File: config.mk
export PLATFORM = sky130hd
export DESIGN_NAME = ram_io_frame_strobe_sequencer
export DESIGN_NICKNAME = d
export VERILOG_FILES = /design/src/rtl/ram_io_frame_strobe_sequencer_pkg.sv /design/src/rtl/ram_io_frame_strobe_sequencer_addr_onehot.sv /design/src/rtl/ram_io_frame_strobe_sequencer.sv
export SDC_FILE = /design/constraint.sdc
export NUM_CORES = 1
export LEC_CHECK = 0
export CAP_MARGIN = 10
export CORE_ASPECT_RATIO = 1.5
export CORE_MARGIN = 1
export CORE_UTILIZATION = 51
export CTS_CLUSTER_SIZE = 14
export DETAILED_ROUTE_END_ITERATION = 12
export PLACE_DENSITY = 0.88
export SLEW_MARGIN = 40
export SYNTH_ARGS = -nofsm -noshare
export SYNTH_HDL_FRONTEND = slang
export SYNTH_SLANG_ARGS = --single-unit
File: constraint.sdc
create_clock -name UserCLK -period 3.85 [get_ports UserCLK]
set_input_delay 1.155 -clock UserCLK [delete_from_list [all_inputs] [get_ports UserCLK]]
set_output_delay 1.155 -clock UserCLK [all_outputs]
set_load 0.01 [all_outputs]
File: src/rtl/ram_io_frame_strobe_sequencer_pkg.sv
// Shared types and widths for the column frame-strobe sequencer.
// No logic. The timer helper converts a cycle count into a down-counter load value.
package cfg_frame_pkg;

    typedef enum logic [1:0] {
        IDLE,
        SETUP,
        STROBE,
        HOLD
    } seq_state_t;

    localparam int TIMER_W          = 4;
    localparam int FRAMES_WRITTEN_W = 16;

    // The timer counts down to zero inclusive, so N cycles load N-1.
    function automatic logic [TIMER_W-1:0] timer_load(input int cycles);
        return TIMER_W'(cycles - 1);
    endfunction

endpackage

File: src/rtl/ram_io_frame_strobe_sequencer_addr_onehot.sv
// Binary frame index to one-hot strobe select, plus an in-range flag.
// Purely combinational, zero latency, no flow control.
module frame_addr_onehot #(
    parameter int N      = 20,
    parameter int ADDR_W = 5
) (
    input  logic [ADDR_W-1:0] addr_i,
    output logic [N-1:0]      onehot_o,
    output logic              in_range_o
);

    always_comb begin
        onehot_o = '0;
        for (int i = 0; i < N; i++) begin
            if (32'(addr_i) == 32'(i)) begin
                onehot_o[i] = 1'b1;
            end
        end
    end

    assign in_range_o = (32'(addr_i) < 32'(N));

endmodule

File: src/rtl/ram_io_frame_strobe_sequencer.sv
// Column config sequencer: one frame write at a time, driven as data plus a timed one-hot strobe.
// Latency Setup+Strobe+Hold cycles per frame; Ready is low while busy, so requesters must hold Valid.
module ram_io_frame_strobe_sequencer
    import cfg_frame_pkg::*;
#(
    parameter int MaxFramesPerCol = 20,
    parameter int FrameBitsPerRow = 32,
    parameter int SetupCycles     = 1,
    parameter int StrobeCycles    = 2,
    parameter int HoldCycles      = 1,
    localparam int AddrW = (MaxFramesPerCol > 1) ? $clog2(MaxFramesPerCol) : 1
) (
    input  logic                        UserCLK,
    input  logic                        Reset,
    input  logic                        FrameReqValid,
    output logic                        FrameReqReady,
    input  logic [AddrW-1:0]            FrameReqAddr,
    input  logic [FrameBitsPerRow-1:0]  FrameReqData,
    output logic [FrameBitsPerRow-1:0]  FrameData,
    output logic [MaxFramesPerCol-1:0]  FrameStrobe,
    output logic                        Busy,
    output logic                        AddrError,
    output logic [FRAMES_WRITTEN_W-1:0] FramesWritten
);

    if (StrobeCycles < 1 || StrobeCycles > 15) begin : g_bad_strobe
        $error("StrobeCycles must be in 1..15");
    end
    if (SetupCycles < 0 || SetupCycles > 15 || HoldCycles < 0 || HoldCycles > 15) begin : g_bad_timing
        $error("SetupCycles and HoldCycles must be in 0..15");
    end
    if (MaxFramesPerCol < 1) begin : g_bad_frames
        $error("MaxFramesPerCol must be at least 1");
    end

    seq_state_t                  state_q;
    logic [TIMER_W-1:0]          timer_q;
    logic [MaxFramesPerCol-1:0]  sel_q;
    logic [MaxFramesPerCol-1:0]  strobe_q;
    logic [FrameBitsPerRow-1:0]  data_q;
    logic                        addr_err_q;
    logic [FRAMES_WRITTEN_W-1:0] frames_written_q;
    logic [FRAMES_WRITTEN_W-1:0] frames_written_d;

    logic [MaxFramesPerCol-1:0]  req_onehot;
    logic                        req_in_range;
    logic                        accept;
    logic                        strobe_exit;

    frame_addr_onehot #(
        .N      (MaxFramesPerCol),
        .ADDR_W (AddrW)
    ) u_addr_onehot (
        .addr_i     (FrameReqAddr),
        .onehot_o   (req_onehot),
        .in_range_o (req_in_range)
    );

    assign FrameReqReady = (state_q == IDLE) && !Reset;
    assign accept        = FrameReqValid && FrameReqReady;
    assign strobe_exit   = (state_q == STROBE) && (timer_q == '0);

    always_ff @(posedge UserCLK) begin
        if (Reset) begin
            state_q    <= IDLE;
            timer_q    <= '0;
            sel_q      <= '0;
            strobe_q   <= '0;
            data_q     <= '0;
            addr_err_q <= 1'b0;
        end else begin
            addr_err_q <= 1'b0;
            unique case (state_q)
                IDLE: begin
                    if (accept) begin
                        if (req_in_range) begin
                            data_q <= FrameReqData;
                            sel_q  <= req_onehot;
                            if (SetupCycles == 0) begin
                                state_q  <= STROBE;
                                timer_q  <= timer_load(StrobeCycles);
                                strobe_q <= req_onehot;
                            end else begin
                                state_q <= SETUP;
                                timer_q <= timer_load(SetupCycles);
                            end
                        end else begin
                            // Rejected index: stay idle so the next request can land immediately.
                            addr_err_q <= 1'b1;
                        end
                    end
                end
                SETUP: begin
                    if (timer_q == '0) begin
                        state_q  <= STROBE;
                        timer_q  <= timer_load(StrobeCycles);
                        strobe_q <= sel_q;
                    end else begin
                        timer_q <= timer_q - 1'b1;
                    end
                end
                STROBE: begin
                    if (timer_q == '0) begin
                        strobe_q <= '0;
                        if (HoldCycles == 0) begin
                            state_q <= IDLE;
                        end else begin
                            state_q <= HOLD;
                            timer_q <= timer_load(HoldCycles);
                        end
                    end else begin
                        timer_q <= timer_q - 1'b1;
                    end
                end
                HOLD: begin
                    if (timer_q == '0) begin
                        state_q <= IDLE;
                    end else begin
                        timer_q <= timer_q - 1'b1;
                    end
                end
                default: state_q <= IDLE;
            endcase
        end
    end

    // A frame only counts once its strobe has completed; reset mid-strobe drops it.
    always_comb begin
        frames_written_d = frames_written_q;
        if (strobe_exit && (frames_written_q != '1)) begin
            frames_written_d = frames_written_q + 1'b1;
        end
    end

    always_ff @(posedge UserCLK) begin
        if (Reset) begin
            frames_written_q <= '0;
        end else begin
            frames_written_q <= frames_written_d;
        end
    end

    assign FrameData     = data_q;
    assign FrameStrobe   = strobe_q;
    assign Busy          = (state_q != IDLE);
    assign AddrError     = addr_err_q;
    assign FramesWritten = frames_written_q;

    a_strobe_onehot: assert property (@(posedge UserCLK) disable iff (Reset)
        (state_q == STROBE) |-> $onehot(strobe_q));
    a_strobe_quiet: assert property (@(posedge UserCLK) disable iff (Reset)
        (state_q != STROBE) |-> (strobe_q == '0));

endmodule

Yosys cells after proc, flatten, opt, wreduce, memory -nomap -nowiden
Index checks and enable logic that the tools add are counted.
Operators by class
  add/subtract/negate cells: 2
  $lt $le $gt $ge: 1
  eq/ne operators: 29
  muxes and demuxes: 36
  bitwise operators: 2
  reductions and logical operators: 15
Operator list (number)
  equality test 5 x 4 -> 1 bit (second input constant): 8
  two-way mux 20 bit: 2
  case mux 20 bit (2 select lines): 1
  two-way mux 1 bit: 21
  equality test 5 x 3 -> 1 bit (second input constant): 4
  equality test 5 bit (second input constant): 4
  two-way mux 4 bit: 5
  adder 16 x 1 -> 16 bit (second input constant): 1
  != test 16 bit (second input constant): 1
  case mux 4 bit (4 select lines): 1
  equality test 5 x 2 -> 1 bit (second input constant): 2
  two-way mux 2 bit: 5
  != test 2 bit (second input constant): 5
  AND reduction 3 bit: 3
  case mux 2 bit (4 select lines): 1
  equality test 5 x 1 -> 1 bit (second input constant): 1
  zero test 5 bit: 1
  less-than comparator 5 bit (second input constant): 1
  AND reduction 5 bit: 1
  equality test 2 bit (second input constant): 2
  logical AND 1 bit: 4
  zero test 4 bit: 1
  nonzero test 2 bit: 2
  subtractor 4 x 1 -> 4 bit (second input constant): 1
  other kinds (6): 7
Storage, ports and cells
  bits in registers: 95
  input bits: 40
  output and inout port bits: 71
  logic and storage cells: 92

Longest topological paths before layout
  depth after elaboration: 5
  mapped depth: 8
  gate-level depth less buffers: 6

Cells and area by module
Synthesis repeated with hierarchy kept, for this count alone.
Unflattened totals
  cells, all modules: 503
  area total of the unflattened synthesis: 3990.1 sq um
By module, submodules not included
  ram_io_frame_strobe_sequencer: instances 1, cells each 469, area each 3809.9 sq um, seq. area each 1901.8 sq um
  frame_addr_onehot: instances 1, cells each 34, area each 180.2 sq um, seq. area each 0.0 sq um

Worst setup path before layout
No wires, ideal clock.
  path type: input-to-output
  start: in Reset
  end: out FrameReqReady
  arrival: 1.530 ns
  required time: 2.695 ns
  setup slack: 1.165 ns
  stages: 2
  path buffers: 1
  path through: buf_2 > nor2b_2
Between the ends
  longest elaborated chain between the ends: 2
RTL lines
  start, declared: RTL line ram_io_frame_strobe_sequencer.sv:14  | input logic Reset,
  zero test 1 bit: RTL line ram_io_frame_strobe_sequencer.sv:59  | assign FrameReqReady = (state_q == IDLE) && !Reset;
  logical AND 1 bit: RTL line ram_io_frame_strobe_sequencer.sv:59
  end, declared: RTL line ram_io_frame_strobe_sequencer.sv:16  | output logic FrameReqReady,
Every way passes these cells.

Final worst setup path
Same ends and word-level chain as after synthesis.

==> impl_metrics.toml <==
[yosys]
yosysSeqAreaShare = 0.487
syn_area_per_cell_um2 = 8.47
yosysTopAreaCellShare = 0.487
mappedNetlistNets = 508
yosys.area.top_type = "dfxtp_1"
ys_ff_latch = 95
synth_area_um2 = 3900
synth-edff-count = 0
yosys_warnings = 0
synth.most_common_cell = "dfxtp_1"
synth_area_leaders = "dfxtp_1, a21oi_1, nand2_1, a22oi_1, nor2_1"
synth_commonest_cells = "dfxtp_1, nand2_1, a21oi_1"
synthArstFlopShare = 0
synthesis.instances = 461
ys_types = 50
synth_ff_type = "dfxtp_1"

[worst_setup_path]
cp.required_ns = 2.69
path_max_fanout = 4
max_stage_delay_ns = 0.59
worstPathCellList = "buf_2 -> nor2b_2 -> clkdlybuf4s50_1"
reg2reg_to = "FramesWritten[7]"
critPathKind = "primary input to output pin"
crit_path_start_kind = "primary input"
rr_startpoint = "state_q[0]"
worstRegToRegCells = 5
worst_setup_path_end_kind = "output pin"
startpoint = "Reset"
cp.arrival_ns = 2.08
reg2reg_slack_ns = 1.71
cpMaxStageDelayCell = "clkdlybuf4s50_1"

[timing]
drv_slew = 0
relSlewSlack = 0.536
setup_tns_ns = 0
period_needed_ns = 3.23
worstMarginPinSlew_ns = 0.694
final-hold-violation-count = 0
rsz0062_at_grt = "false"
finalSetupViolCount = 0
worst_clock_skew_ns = 0.00765
period_share = 0.840
fmax_ghz = 0.309

[global_route]
grt_pass1_wl_um = 15000
grt_usage = 0.244
antenna_found_initial = 0
grt_overflow_total = 0
grt_pass1_vias = 3452
grt_max_degree = 99

[floorplanning]
die_w_um = 73.4
core_region_area_um2 = 7320
die_area_um2 = 8020
initial_core_util = 0.533
fp-row-count = 38
die_h_um = 109
ios = 111

[routing]
drcViolationCount = 0
wl_um = 9290
drt-pass1-iter-count = 5
drtIter0Drc = 269
wl_per_cell_um = 14.0
vias_per_cell = 5.56
antenna_left = 0
num_vias = 3700

[layout]
drive_gt1_frac = 0.0601
diodes = 0
final_util = 0.718
area_growth_pct = 34.7
filler_cell_count = 589
stdcell_area_um2 = 5260
fin_nets = 609

[placement]
gp_congestion = 0.871
port_buffers = 110
dp_hpwl_um = 6430
post_dp_cell_area_um2 = 5080

[pwr]
p_leak_nw = 1.76
peakVddDrop_v = 0.000347
power.density_nw_per_um2 = 427

[clocking]
clk_path_buf_depth = 2
cts-root-buf = "clkbuf_8"
cts_max_level = 3
insertion_delay_ns = 0.37
cts_buffers = 9
tritoncts = "built"
numClockSinks = 95
cts_resized = 0
cts_setup_buffers = 0
path_clk_slew_ns = 0.08
cts_hold_buf = 0

[worst_hold_path]
whs_path_depth = 2
whs_endpoint = "FrameData[28]"
hp-start = "FrameData[28]"
hp-class = "flop to flop"

[status]
status = "completed"

[job]
cap_viol_max_count = 0
-- layer usage --
metal	routed length, um	vias to the layer above	track usage	share of wire
li1	-	1841	-	-
met1	3860	1725	0.277	0.42
met2	4590	111	0.411	0.49
met3	526	23	0.0545	0.057
met4	310	0	0.148	0.033
met5	0	-	0	0
-- state kept, by name, summed over array words and instances (netlist names) --
name and cells:
FrameData 32, FramesWritten 16, FrameStrobe 20, state_q 2, AddrError 1, sel_q 20, timer_q 4
-- critical path, delay by kind of cell --
kind / cells / cell delay [ns]
buf+inv: 2 / 0.72
simple gates: 1 / 0.21
-- cells by family (layout without fill, tap and decap cells) --
| group | Yosys count | in the layout | synth area share |
|---|---|---|---|
| AO/OA/AOI/OAI | 122 | 122 | 0.188 |
| adder cells (fa/ha/maj) | 7 | 7 | 0.0224 |
| buffers and inverters | 33 | 138 | 0.0349 |
| flip-flops | 95 | 95 | 0.487 |
| multiplexers | 1 | 1 | 0.00288 |
| AND/OR/NAND/NOR | 203 | 203 | 0.265 |
-- cell type report --
class | count | area, um^2 | share of cell area
clock buffer | 12 | 155 | 0.0295
clock inverter | 3 | 18.8 | 0.00357
inverter | 6 | 22.5 | 0.00428
multi-input combinational | 333 | 1880 | 0.358
sequential | 95 | 1900 | 0.362
tap | 100 | 125 | 0.0238
timing repair buffer | 117 | 1150 | 0.219
-- metrics by stage --
| step | total power, mW | setup slack, ns | cells | hold slack (ns) |
|---|---|---|---|---|
| after floorplan | 1.44 | 1.17 | 461 | 0.432 |
| after global placement | 1.64 | 0.622 | 651 | 0.440 |
| after detailed placement | 1.67 | 0.614 | 651 | 0.446 |
| after CTS | 2.26 | 0.603 | 666 | 0.458 |
| after global routing | 2.36 | 0.537 | 666 | 0.480 |
| final | 2.24 | 0.615 | 666 | 0.456 |
-- layout by cell type (no fill, tap or decap), types with 9 or more instances in the layout --
| master | instances |
|---|---|
| a21oi_1 | 68 |
| a22oi_1 | 23 |
| clkbuf_8 | 11 |
| clkdlybuf4s50_1 | 109 |
| dfxtp_1 | 95 |
| nand2_1 | 88 |
| nand3_1 | 10 |
| nor2_1 | 33 |
| o31ai_1 | 9 |
| or3_1 | 14 |
| or4_1 | 14 |
-- where the power goes --
part	internal, mW	switching, mW
clock	0.266	0.334
combinational	0.235	0.355
sequential	1.02	0.0293
total	1.53	0.718
-- worst max path at each step --
stage / cells past startpoint / slack [ns] / endpoint
after CTS: 3 / 0.60 / FrameReqReady
final: 3 / 0.62 / FrameReqReady
after global routing: 3 / 0.54 / FrameReqReady
after floorplan: 2 / 1.17 / FrameReqReady
after detailed placement: 3 / 0.61 / FrameReqReady
after global placement: 3 / 0.62 / FrameReqReady
Note: power is estimated with default switching activity, not from simulation.
